## src/rtl/instruction_loader_if.sv

```systemverilog
// Byte-stream loader bus: start/receive strobes in, instruction-memory write port and status out.
// o_checksum is present only when LOADER_CHECKSUM_EN is defined.
interface instruction_loader_if #(
  parameter int NBITS     = 8,
  parameter int INST_BITS = 32
);
  logic                 i_start;
  logic [NBITS-1:0]     i_rx_data;
  logic                 i_rx_valid;
  logic [INST_BITS-1:0] o_addr_wr;
  logic [INST_BITS-1:0] o_data;
  logic                 o_wr_en;
  logic                 o_step;
  logic                 o_busy;
  logic                 o_done;
  logic                 o_full;
`ifdef LOADER_CHECKSUM_EN
  logic [INST_BITS-1:0] o_checksum;

  modport master (
    output i_start, i_rx_data, i_rx_valid,
    input  o_addr_wr, o_data, o_wr_en, o_step, o_busy, o_done, o_full, o_checksum
  );
  modport slave (
    input  i_start, i_rx_data, i_rx_valid,
    output o_addr_wr, o_data, o_wr_en, o_step, o_busy, o_done, o_full, o_checksum
  );
`else
  modport master (
    output i_start, i_rx_data, i_rx_valid,
    input  o_addr_wr, o_data, o_wr_en, o_step, o_busy, o_done, o_full
  );
  modport slave (
    input  i_start, i_rx_data, i_rx_valid,
    output o_addr_wr, o_data, o_wr_en, o_step, o_busy, o_done, o_full
  );
`endif
endinterface

```

## src/rtl/instruction_loader.sv

```systemverilog
// Assembles big-endian instruction words from a byte stream and writes them to memory until HALT_WORD or full.
// Optional LOADER_CHECKSUM_EN adds o_checksum, the running sum of written words.
module instruction_loader #(
  parameter int                   NBITS     = 8,
  parameter int                   INST_BITS = 32,
  parameter int                   CELLS     = 256,
  parameter logic [INST_BITS-1:0] HALT_WORD = INST_BITS'(32'hFFFF_FFFF)
) (
  input  logic                 i_clk,
  input  logic                 i_rst,
  instruction_loader_if.slave  bus
);
  localparam int                   WORD_BYTES = INST_BITS / NBITS;
  localparam int                   CW         = $clog2(WORD_BYTES + 1);
  localparam logic [INST_BITS-1:0] STRIDE     = INST_BITS'(WORD_BYTES);
  localparam logic [INST_BITS-1:0] LIMIT      = INST_BITS'(CELLS);
  localparam logic [CW-1:0]        LAST       = CW'(WORD_BYTES - 1);

  typedef enum logic [1:0] {IDLE, COLLECT, WRITE, DONE} state_t;

  state_t               state;
  logic [INST_BITS-1:0] addr;
  logic [INST_BITS-1:0] word;
  logic [CW-1:0]        cnt;
  logic [INST_BITS-1:0] word_shift;
  logic [INST_BITS-1:0] addr_next;
  logic [INST_BITS-1:0] csum;

  assign word_shift = {word[INST_BITS-NBITS-1:0], bus.i_rx_data};
  assign addr_next  = addr + STRIDE;

`ifdef LOADER_CHECKSUM_EN
  assign bus.o_checksum = csum;
`endif

  always_ff @(posedge i_clk or negedge i_rst) begin
    if (!i_rst) begin
      state         <= IDLE;
      addr          <= '0;
      word          <= '0;
      cnt           <= '0;
      csum          <= '0;
      bus.o_addr_wr <= '0;
      bus.o_data    <= '0;
      bus.o_wr_en   <= 1'b0;
      bus.o_step    <= 1'b0;
      bus.o_busy    <= 1'b0;
      bus.o_done    <= 1'b0;
      bus.o_full    <= 1'b0;
    end else begin
      case (state)
        IDLE, DONE: begin
          if (bus.i_start) begin
            state      <= COLLECT;
            addr       <= '0;
            word       <= '0;
            cnt        <= '0;
            csum       <= '0;
            bus.o_busy <= 1'b1;
            bus.o_done <= 1'b0;
            bus.o_full <= 1'b0;
          end
        end
        COLLECT: begin
          if (bus.i_rx_valid) begin
            word <= word_shift;
            cnt  <= cnt + CW'(1);
            // Write strobe is raised on the same edge that captures the last byte.
            if (cnt == LAST) begin
              state         <= WRITE;
              bus.o_wr_en   <= 1'b1;
              bus.o_step    <= 1'b1;
              bus.o_addr_wr <= addr;
              bus.o_data    <= word_shift;
            end
          end
        end
        WRITE: begin
          bus.o_wr_en <= 1'b0;
          bus.o_step  <= 1'b0;
          addr        <= addr_next;
          csum        <= csum + word;
          if (word == HALT_WORD) begin
            state      <= DONE;
            bus.o_busy <= 1'b0;
            bus.o_done <= 1'b1;
            bus.o_full <= 1'b0;
          end else if (addr_next == LIMIT) begin
            state      <= DONE;
            bus.o_busy <= 1'b0;
            bus.o_done <= 1'b1;
            bus.o_full <= 1'b1;
          end else begin
            state <= COLLECT;
            // A byte landing during the write cycle is the first byte of the next word.
            if (bus.i_rx_valid) begin
              word <= INST_BITS'(bus.i_rx_data);
              cnt  <= CW'(1);
            end else begin
              word <= '0;
              cnt  <= '0;
            end
          end
        end
        default: state <= IDLE;
      endcase
    end
  end

`ifndef LOADER_CHECKSUM_EN
  logic unused_csum;
  assign unused_csum = ^csum;
`endif
endmodule

```

## src/flat_wrapper.sv

```systemverilog
// flat-port wrapper written by rule: the top's interface ports become plain ports
module instruction_loader_flat 
#(
  parameter int                   NBITS     = 8,
  parameter int                   INST_BITS = 32,
  parameter int                   CELLS     = 256,
  parameter logic [INST_BITS-1:0] HALT_WORD = INST_BITS'(32'hFFFF_FFFF)
)
  (i_clk, i_rst, bus_i_start, bus_i_rx_data, bus_i_rx_valid, bus_o_addr_wr, bus_o_data, bus_o_wr_en, bus_o_step, bus_o_busy, bus_o_done, bus_o_full);
  instruction_loader_if #(.NBITS(NBITS), .INST_BITS(INST_BITS)) bus_i ();
  input  logic i_clk;
  input  logic i_rst;
  input wire logic [$bits(bus_i.i_start)-1:0] bus_i_start;
  input wire logic [$bits(bus_i.i_rx_data)-1:0] bus_i_rx_data;
  input wire logic [$bits(bus_i.i_rx_valid)-1:0] bus_i_rx_valid;
  output wire logic [$bits(bus_i.o_addr_wr)-1:0] bus_o_addr_wr;
  output wire logic [$bits(bus_i.o_data)-1:0] bus_o_data;
  output wire logic [$bits(bus_i.o_wr_en)-1:0] bus_o_wr_en;
  output wire logic [$bits(bus_i.o_step)-1:0] bus_o_step;
  output wire logic [$bits(bus_i.o_busy)-1:0] bus_o_busy;
  output wire logic [$bits(bus_i.o_done)-1:0] bus_o_done;
  output wire logic [$bits(bus_i.o_full)-1:0] bus_o_full;
  assign bus_i.i_start = bus_i_start;
  assign bus_i.i_rx_data = bus_i_rx_data;
  assign bus_i.i_rx_valid = bus_i_rx_valid;
  assign bus_o_addr_wr = bus_i.o_addr_wr;
  assign bus_o_data = bus_i.o_data;
  assign bus_o_wr_en = bus_i.o_wr_en;
  assign bus_o_step = bus_i.o_step;
  assign bus_o_busy = bus_i.o_busy;
  assign bus_o_done = bus_i.o_done;
  assign bus_o_full = bus_i.o_full;
  instruction_loader #(.NBITS(NBITS), .INST_BITS(INST_BITS), .CELLS(CELLS), .HALT_WORD(HALT_WORD)) u_core (.i_clk(i_clk), .i_rst(i_rst), .bus(bus_i));
endmodule
```

## config.mk

```make
export PLATFORM = sky130hd
export DESIGN_NAME = instruction_loader_flat
export DESIGN_NICKNAME = d
export VERILOG_FILES = /design/src/rtl/instruction_loader_if.sv /design/src/rtl/instruction_loader.sv /design/src/flat_wrapper.sv
export SDC_FILE = /design/constraint.sdc
export NUM_CORES = 1
export LEC_CHECK = 0
export ABC_AREA = 1
export CAP_MARGIN = 15
export CORE_MARGIN = 10
export CORE_UTILIZATION = 30
export CTS_BUF_LIST = sky130_fd_sc_hd__clkbuf_4 sky130_fd_sc_hd__clkbuf_8 sky130_fd_sc_hd__clkbuf_16
export DETAILED_ROUTE_END_ITERATION = 10
export PLACE_DENSITY = 0.53
export RECOVER_POWER = 25
export SYNTH_ARGS = -nofsm -noshare
export SYNTH_HDL_FRONTEND = slang
export SYNTH_SLANG_ARGS = --single-unit
```

## constraint.sdc

```tcl
create_clock -name i_clk -period 1.94 [get_ports i_clk]
set_input_delay 0.388 -clock i_clk [delete_from_list [all_inputs] [get_ports i_clk]]
set_output_delay 0.388 -clock i_clk [all_outputs]
set_load 0.02 [all_outputs]
```

==> flow_summary.json <==
{
  "grt_pass1_vias": 5746,
  "critPathKind": "reg -> reg",
  "die-area_um2": 27940,
  "status": "finished with violations",
  "min_period_ns": 2.254,
  "place_congestion": 0.8436,
  "power.leakage_nw": 4.201,
  "p_int_mw": 5.753,
  "netlist.area_leader.share": 0.5124,
  "violations": "setup timing",
  "grtUsageTotal": 0.1352,
  "cp-end-kind": "register",
  "tritoncts": "done",
  "routedWlPerCell_um": 14.54,
  "multiInputGateArea_um2": 2753,
  "fillerInstances": 2149,
  "slew_viol_final": 0,
  "cts_buffers": 17,
  "r2r-start": "u_core.addr[2]",
  "path_clk_slew_ns": 0.07,
  "clk_path_buf_depth": 2,
  "grt_max_degree": 91,
  "synthTopCellsByArea": "dfrtp_1 51%, nand2_1 16%, o21ai_0 6.6%, inv_1 5.1%, nor2_1 4.5%",
  "skew_ns": 0.01168,
  "grt_pass1_wl_um": 31190,
  "clock.fmax_mhz": 443.7,
  "antenna_cells": 0,
  "async_reset_ff_frac": 1.000,
  "yosysWarnings": 0,
  "vias": 5837,
  "clkPwrFrac": 0.376,
  "grt_overflow": 0,
  "startpoint": "u_core.addr[2]",
  "detailed_place_hpwl_um": 13250,
  "cts.htree.levels": 4,
  "drive_gt1_frac": 0.1768,
  "synth_cells": 831,
  "setup_tns_ns": -11.33,
  "swShare": 0.3467,
  "fp.dieH_um": 167.1,
  "hold_depth": 2,
  "syn_area_per_cell_um2": 7.816,
  "cts.sinks": 133,
  "die_w_um": 167.1,
  "ir_drop_uv": 718.6,
  "worst_slew_pin_slew_ns": 1.302,
  "finalWirelength_um": 18650,
  "cp-endpoint": "u_core.word[9]",
  "synth-seq-cells": 133,
  "port_buffers": 78,
  "r2r_slack_ns": -0.31,
  "synth-edff-count": 0,
  "vias_per_cell": 4.553,
  "hold_class": "reg -> reg",
  "synthFlopType": "dfrtp_1",
  "synth_top_cell_by_area": "dfrtp_1",
  "cts-root-buf": "clkbuf_16",
  "p_switching_mw": 3.053,
  "worstPathMaxFanout": 6,
  "final.setup.worst_slack_ns": -0.3138,
  "yosysUniqueCellTypes": 28,
  "start_util": 0.3070,
  "drv_cap": 0,
  "period_share": 1.162,
  "nets": 1013,
  "antenna_found_initial": 0,
  "netlist_area_um2": 6495,
  "reg2reg_to": "u_core.word[9]",
  "drt-initial-drc-count": 363,
  "slew-limit-headroom": 0.1323,
  "rows": 53,
  "comb_power_share": 0.259,
  "hold_viol": 0,
  "whs_ns": 0.4750,
  "antenna_left": 0,
  "power_density_nw_per_um2": 973.5,
  "power_mw": 8.807,
  "setup_violations": 39,
  "synthToLayoutAreaGrowth_pct": 39.28,
  "layout.area.seq_um2": 3329,
  "core_area_um2": 21150,
  "r2r_cells": 16,
  "insertion_delay_ns": 0.43,
  "drc": 0,
  "p_seq_frac": 0.364,
  "drt-pass1-iter-count": 6,
  "ys_seq_area_frac": 0.5124,
  "start_kind": "register",
  "arrival_ns": 2.62,
  "rsz0062_at_grt": "true",
  "required_ns": 2.30,
  "design.portCount": 81
}
## worst min-delay path by stage
stage,start,end,slack [ns]
2_1_floorplan,i_rst,u_core.addr[10],0.09
3_3_place_gp,i_rst,u_core.addr[12],0.39
3_5_place_dp,i_rst,u_core.addr[12],0.39
4_1_cts,u_core.word[28],u_core.word[28],0.48
5_1_grt,u_core.bus.o_addr_wr[24],u_core.bus.o_addr_wr[24],0.50
6_report,u_core.word[28],u_core.word[28],0.48
## per-layer routing
| layer | up-vias | routed length (um) | track usage |
|---|---|---|---|
| met4 | 0 | 258 | 0.04201 |
| met1 | 2744 | 8889 | 0.1802 |
| met2 | 101 | 8414 | 0.2026 |
| met5 | - | 0 | 0 |
| met3 | 17 | 1084 | 0.04494 |
| li1 | 2975 | - | - |
## flip-flops by register name, indices dropped and copies added, names as in the netlist
register	count
u_core.bus.o_busy	1
u_core.bus.o_data	32
u_core.bus.o_wr_en	1
u_core.word	32
u_core.bus.o_full	1
u_core.cnt	3
u_core.addr	30
u_core.bus.o_done	1
u_core.state	2
u_core.bus.o_addr_wr	30
## stage by stage
stage	instances	utilization	instance area, um2	setup WS (ns)
6_report	1282	0.4276	9046	-0.3138
5_1_grt	1282	0.4276	9046	-0.4863
4_1_cts	1278	0.4241	8971	-0.3136
3_5_place_dp	1240	0.3916	8284	-0.4022
3_3_place_gp	1240	0.3916	8284	-0.3572
2_1_floorplan	832	-	6518	-0.1455
## synth_stat cells, types with 5 or more instances
cell type	n
nand2_1	280
ha_1	7
nand4_1	46
inv_1	89
clkbuf_1	25
nor2_1	77
o22ai_1	11
dfrtp_1	133
nor2_4	5
nor2_2	9
o21ai_0	86
nand3_1	26
xor2_1	6
## layout make-up
type / instances / area share
Clock inverter: 15 / 0.01923
Clock buffer: 17 / 0.04703
Inverter: 91 / 0.03776
Sequential cell: 133 / 0.3680
Multi-Input combinational cell: 571 / 0.3043
Tap cell: 275 / 0.03804
Timing Repair Buffer: 180 / 0.1856
## critical path: stages (launching register included)
cell and delay (ns):
dfrtp_1 0.37, ha_2 0.22, nand2_2 0.07, nor2_4 0.14, nand2_4 0.11, nor2_4 0.15
nand2_1 0.08, nand2_2 0.08, nand2_1 0.05, nor2_1 0.10, nand2_1 0.10, nor2_4 0.15
nand4_4 0.15, nand3_4 0.16, clkbuf_16 0.17, nand2_1 0.04, nand2_1 0.06
## power by group through the flow
| stage | sequential (mW) | clock [mW] | combinational, mW |
|---|---|---|---|
| after floorplan | 3.31 | 0 | 1.07 |
| after global placement | 3.25 | 0 | 2.21 |
| after detailed placement | 3.25 | 0 | 2.22 |
| after CTS | 3.21 | 3.39 | 2.25 |
| after global routing | 3.24 | 3.51 | 2.52 |
| final | 3.21 | 3.32 | 2.29 |
## timing repair
item	in CTS	in global routing
gates resized for setup	11	15
hold buffers	1	0
pin swaps	6	1
setup endpoints to repair	39	50
cloned	0	1
buffers inserted	5	3
hold endpoints to repair	48	0
## placed cells by master, fill, tap and decap left out, types with 3 or more instances in the layout
master,synthesis,layout
nand2_2,3,8
o22ai_1,11,11
nor2_1,77,69
nor2_4,5,12
o21ai_0,86,86
inv_6,0,5
nand4_1,46,46
inv_2,2,4
inv_1,89,87
buf_12,0,9
nand2_1,280,275
buf_4,3,88
inv_8,0,6
dfrtp_1,133,132
clkbuf_16,0,18
nor2_2,9,10
nand3_1,26,23
xor2_1,6,6
nand3_4,1,3
o21ai_1,3,3
ha_1,7,6
clkdlybuf4s50_1,0,77
## cell families (layout without fill, tap and decap cells)
logic type,Yosys count,after routing,synth area share
xor gates and xnor gates,6,6,0.008091
other,1,2,0.0005774
adders and majority gates,7,7,0.01348
and+or+nand+nor,453,453,0.3038
buffers and inverters,128,303,0.07975
AOI/OAI and AO/OA,103,103,0.08187
DFF,133,133,0.5124
(Power assumes the default switching activity.)
